File: config.mk
export PLATFORM = sky130hd
export DESIGN_NAME = hilo_divider
export DESIGN_NICKNAME = d
export VERILOG_FILES = /design/src/rtl/hilo_divider.sv
export SDC_FILE = /design/constraint.sdc
export NUM_CORES = 1
export LEC_CHECK = 0
export CAP_MARGIN = 30
export CORE_MARGIN = 4
export CORE_UTILIZATION = 52
export CTS_BUF_LIST = sky130_fd_sc_hd__clkbuf_16
export DETAILED_ROUTE_END_ITERATION = 16
export GPL_ROUTABILITY_DRIVEN = 0
export GPL_TIMING_DRIVEN = 0
export PLACE_DENSITY_LB_ADDON = 0.15
export RECOVER_POWER = 25
export SLEW_MARGIN = 20
export SYNTH_ARGS = -nofsm -noshare
export SYNTH_HDL_FRONTEND = slang
export SYNTH_SLANG_ARGS = --single-unit
File: constraint.sdc
create_clock -name clk -period 8.9 [get_ports clk]
set_clock_uncertainty 0.15 [all_clocks]
set_input_delay 0.89 -clock clk [delete_from_list [all_inputs] [get_ports clk]]
set_output_delay 0.89 -clock clk [all_outputs]
set_load 0.02 [all_outputs]
File: src/rtl/hilo_divider.sv
// hilo_divider: multicycle radix-2 restoring unsigned divider with HI/LO holding registers.
module hilo_divider #(
    parameter int WIDTH = 32
) (
    input  logic             clk,
    input  logic             reset,
    input  logic             start,
    input  logic [WIDTH-1:0] a,
    input  logic [WIDTH-1:0] b,
    input  logic             wr_hi,
    input  logic             wr_lo,
    input  logic [WIDTH-1:0] wdata,
    output logic             busy,
    output logic             done,
    output logic [WIDTH-1:0] hi,
    output logic [WIDTH-1:0] lo
);
    localparam int CW = $clog2(WIDTH) + 1;

    typedef enum logic [1:0] {IDLE, RUN, DONE} state_t;

    state_t           state, state_nxt;
    logic [WIDTH-1:0] rem, rem_nxt, quo, quo_nxt, dvs;
    logic [WIDTH:0]   rem_sh;
    logic [CW-1:0]    cnt;
    logic             ge, accept, last;

    // Stored remainder is always below the divisor, so only the shifted value needs the extra bit.
    always_comb begin
        rem_sh    = {rem, quo[WIDTH-1]};
        ge        = rem_sh >= {1'b0, dvs};
        rem_nxt   = ge ? WIDTH'(rem_sh - {1'b0, dvs}) : rem_sh[WIDTH-1:0];
        quo_nxt   = {quo[WIDTH-2:0], ge};
        accept    = start && state != RUN;
        last      = state == RUN && cnt == CW'(WIDTH - 1);
        state_nxt = state;
        if (accept)
            state_nxt = |b ? RUN : DONE;
        else if (last)
            state_nxt = DONE;
        else if (state == DONE)
            state_nxt = IDLE;
        busy = state == RUN;
        done = state == DONE;
    end

    always_ff @(posedge clk or negedge reset) begin
        if (!reset)
            state <= IDLE;
        else
            state <= state_nxt;
    end

    // Later assignments override MTHI/MTLO so a divide result wins on the same edge.
    always_ff @(posedge clk or negedge reset) begin
        if (!reset) begin
            rem <= '0;
            quo <= '0;
            dvs <= '0;
            cnt <= '0;
            hi  <= '0;
            lo  <= '0;
        end else begin
            if (state != RUN && wr_hi)
                hi <= wdata;
            if (state != RUN && wr_lo)
                lo <= wdata;
            if (accept) begin
                quo <= a;
                dvs <= b;
                rem <= '0;
                cnt <= '0;
                if (~|b) begin
                    hi <= a;
                    lo <= '1;
                end
            end
            if (state == RUN) begin
                rem <= rem_nxt;
                quo <= quo_nxt;
                cnt <= cnt + 1'b1;
                if (last) begin
                    hi <= rem_nxt;
                    lo <= quo_nxt;
                end
            end
        end
    end
endmodule

## Yosys cells after proc, flatten, opt, wreduce, memory -nomap -nowiden

Cells that the tools add are included.

| operators by class | value |
|---|---|
| equality and inequality tests | 4 |
| multiplexer cells | 21 |
| reductions and logical operators | 7 |
| $lt $le $gt $ge | 1 |
| add/subtract/negate cells | 2 |

Operators with widths:

| kind | count |
|---|---|
| 2-to-1 mux 32 bit | 15 |
| >= comparator 33 x 32 -> 1 bit | 1 |
| OR reduction 32 bit | 1 |
| subtractor 32 bit | 1 |
| 2-to-1 mux 6 bit | 2 |
| 2-to-1 mux 2 bit | 4 |
| adder 6 x 1 -> 6 bit (second input constant) | 1 |
| equality test 6 x 5 -> 1 bit (second input constant) | 1 |
| logical AND 1 bit | 4 |
| nonzero test 3 bit | 1 |
| equality test 2 x 1 -> 1 bit (second input constant) | 1 |
| equality test 2 bit (second input constant) | 1 |
| != test 2 x 1 -> 1 bit (second input constant) | 1 |
| nonzero test 2 bit | 1 |

| word-level totals | value |
|---|---|
| output and inout bits | 66 |
| input port bits | 101 |
| flip-flop bits (word level) | 168 |

## Longest topological paths before layout

| logic depth | value |
|---|---|
| depth in word-level cells | 7 |
| mapped depth | 13 |

## Least setup slack after synthesis

Ideal clock, no wire load.

| timing path | value |
|---|---|
| kind | input port to flip-flop |
| start point | input port start |
| end point | register hi[28] |
| stages | 9 |
| arrival | 2.601 ns |
| path buffers | 2 |
| data required time | 8.630 ns |
| path slack | 6.029 ns |
| cell sequence | clkbuf_1 -> clkinv_1 -> nor2_1 -> nand4_1 -> clkbuf_1 -> nor2_1 -> a211oi_1 -> a31oi_1 -> nand2_1 |

| on the way | value |
|---|---|
| word-level cells in the longest chain between the ends | 4 |

RTL lines:

| element | RTL line | source |
|---|---|---|
| from (decl) | 7 | `input logic start,` |
| logical AND 1 bit (*) | 34 | `accept = start && state != RUN;` |
| 2-to-1 mux 32 bit (*) | 68 | `if (accept) begin` |
| 2-to-1 mux 32 bit | 82 | `if (last) begin` |
| 2-to-1 mux 32 bit (*) | 78 | `if (state == RUN) begin` |
| to (signal assigned) | 65 | `hi <= wdata;` |
| to (signal assigned) | 83 | `hi <= rem_nxt;` |
| to (decl) | 15 | `output logic [WIDTH-1:0] hi,` |

Mark *: on every way between the ends. The rest lies on a longest branch, timed or not.
A chain may end at the register's enable or synchronous reset.

## Worst setup path after layout

| timing path | value |
|---|---|
| start point | register state[1] |
| end point | output port busy |

| on the way | value |
|---|---|
| word-level cells in the longest chain between the ends | 1 |

RTL lines:

| element | RTL line | source |
|---|---|---|
| from (decl) | 22 | `state_t state, state_nxt;` |
| from (signal assigned) | 51 | `state <= state_nxt;` |
| equality test 2 x 1 -> 1 bit | 43 | `busy = state == RUN;` |
| to (decl) | 13 | `output logic busy,` |

No other way between the ends.

==> impl_metrics.json <==
{
  "status": "complete, but fails checks",
  "violations": "capacitance limit, slew limit",
  "vias": 9244,
  "die_height_microns": 145.8,
  "start_util_pct": 52.75,
  "fin_nets": 1433,
  "setup_violations": 0,
  "place_ws_ns": 4.611,
  "dieArea_sq_um": 21240,
  "ys_ff_latch": 168,
  "worstSkewPairLatency_ns": 0.44,
  "synth-seq-area-share_pct": 42.61,
  "yosys.area.top_type": "dfrtp_1",
  "ant_nets": 0,
  "cts_resized": 0,
  "worstHoldPathCells": 2,
  "grt_pass1_vias": 9014,
  "num_antenna_cells": 0,
  "synth_top_area_share_pct": 42.61,
  "fmax_mhz": 249.8,
  "cts_tree": "done",
  "hold_viol_final": 0,
  "drv_slew": 26,
  "h-tree-depth": 4,
  "cts_setup_buffers": 0,
  "cts_buffers": 17,
  "slew_headroom_pct": -0.2539,
  "cts_sinks": 168,
  "syn_to_final_growth_pct": 26.01,
  "p_leak_nw": 5.674,
  "wire_per_inst_microns": 19.60,
  "r2r_start": "rem[12]",
  "antenna_found_initial": 0,
  "fp-row-count": 50,
  "synth_flop_cell": "dfrtp_1",
  "synthCells": 1113,
  "rsz0062_at_grt": "no",
  "worst_ep_arrival_time_ns": 2.96,
  "fin_setup_tns_ns": 0,
  "totalWireLength_microns": 30270,
  "worstHoldEndpoint": "quo[12]",
  "r2r_slack_ns": 5.25,
  "yosys_warnings": 0,
  "start_kind": "register",
  "r2r-end": "hi[8]",
  "drive_gt1_share_pct": 4.580,
  "cap_violations": 1,
  "route.detailed.drc": 0,
  "hold_buffers": 0,
  "path_max_fanout": 10,
  "worstSetupPathType": "register to output pin",
  "clock_path_buffers": 2,
  "hpwlAfterDp_microns": 23310,
  "hold_path.startpoint": "quo[11]",
  "worst_pin_slew_ns": 1.504,
  "syn-num-nets": 1248,
  "p_per_area_nw_per_um2": 455.7,
  "min_period_over_period_pct": 44.97,
  "syn_avg_cell_area_sq_um": 8.865,
  "track_usage_pct": 28.25,
  "fin_crit_ns": 4.002,
  "die_w_microns": 145.8,
  "hold_path.class": "register to register",
  "port_buffers": 164,
  "synth_area_leaders": "dfrtp_1 (43%), mux2i_1 (9.5%), nand2_1 (5.0%), o21ai_0 (4.9%), nand3_1 (4.5%)",
  "reg2reg_depth": 12,
  "synthDistinctLibCells": 60,
  "end_kind": "output pin",
  "final_common_cell": "dfrtp_1",
  "synth-edff-count": 0,
  "grt_overflow": 0,
  "grt_start_max_net_pins": 86,
  "place_inst": 1513,
  "drt_iter0_markers": 755,
  "vias_per_cell": 5.987,
  "setup_slack_ns": 4.898,
  "synthesis.area_sq_um": 9867,
  "cts-root-buf": "clkbuf_16",
  "clkTransAtPathRegs_ns": 0.07,
  "async_flop_share_pct": 100.0,
  "required_ns": 7.86,
  "grt_pass1_wl_microns": 48120,
  "firstDrtPassIters": 6,
  "stdcell_count": 1544,
  "coreArea_sq_um": 18710,
  "peakVddDrop_mv": 0.2141,
  "ioPinCount": 167,
  "mostFrequentLayoutCells": "dfrtp_1 (168), clkdlybuf4s50_1 (163), nand2_1 (131)"
}
[how the worst max path moves through the flow]
stage	cells past startpoint	to	start
after global routing	6	busy	state[1]
after detailed placement	7	lo[8]	start
after floorplan	9	hi[28]	start
after global placement	1	dvs[28]	reset
final	6	busy	state[1]
after CTS	6	busy	state[1]
[Yosys cell counts, types with 3 or more instances]
library cell,number
nor2_1,67
buf_2,4
buf_6,4
xnor2_1,12
nor4_1,12
xor2_1,12
mux2_2,3
dfrtp_1,168
o21a_1,3
a211oi_1,3
nand4_1,7
nand3_1,89
o221ai_1,3
or2_2,4
a211o_1,3
nand2b_1,5
or3_1,6
buf_1,5
o21bai_1,5
mux2i_1,94
or4_1,3
o21ai_0,96
inv_1,40
nor3_1,3
a31oi_1,49
ha_1,33
o31ai_1,10
nand2_1,131
a21oi_1,43
o21ai_1,37
a21o_1,21
clkbuf_1,64
and3_1,10
o211ai_1,31
[cells by family (layout without fill, tap and decap cells)]
logic type,after synthesis,count (layout),share of synthesized area [%]
buf+inv,119,316,4.920
fa+ha+maj,34,34,4.388
xor+xnor,24,24,2.130
mux,97,97,9.878
flops,168,168,42.61
compound gates,323,323,19.90
simple gates,348,348,16.18
[sequential cells by signal, indices dropped and copies added, names as in the netlist]
signal / cells
state: 2
cnt: 6
dvs: 32
lo: 32
quo: 32
hi: 32
rem: 32
[critical path: stages, from the launching register on]
cell             delay (ns)
dfrtp_1                0.39
nand2b_1               0.14
clkbuf_1               0.28
inv_1                  0.15
clkbuf_1               0.37
clkbuf_1               0.48
clkdlybuf4s50_1        0.72
[cell type report]
| class | instances | area (sq um) |
|---|---|---|
| sequential | 168 | 4204 |
| clock inverter | 14 | 151.4 |
| fill | 1593 | 6272 |
| timing repair buffer | 166 | 1690 |
| clock buffer | 17 | 425.4 |
| inverter | 41 | 153.9 |
| multi-input combinational | 826 | 5184 |
| buffer | 78 | 331.6 |
| tap | 234 | 292.8 |
[layer usage]
layer	vias to the layer above	global-route usage, %	wire [microns]
met2	411	45.41	13780
met5	-	0	0
li1	4382	-	-
met3	52	5.419	2373
met4	0	9.544	810
met1	4399	38.65	13300
[where the power goes]
part / leakage (nW) / internal, mW / switching, mW
Combinational: 3.39 / 1.42 / 2.06
Sequential: 2.02 / 1.17 / 0.272
Clock: 0.268 / 0.413 / 0.333
[metrics by stage]
| stage | instance area (sq um) | hold WS [ns] | util, % | power, mW |
|---|---|---|---|---|
| floorplan | 9867 | 0.3192 | - | 3.730 |
| global placement | 11800 | 0.3365 | 63.09 | 4.753 |
| detailed placement | 11870 | 0.3488 | 63.44 | 4.857 |
| CTS | 12440 | 0.1330 | 66.53 | 5.619 |
| global route | 12430 | 0.3847 | 66.47 | 6.095 |
| finish | 12430 | 0.3544 | 66.47 | 5.666 |
(Power assumes the default switching activity.)
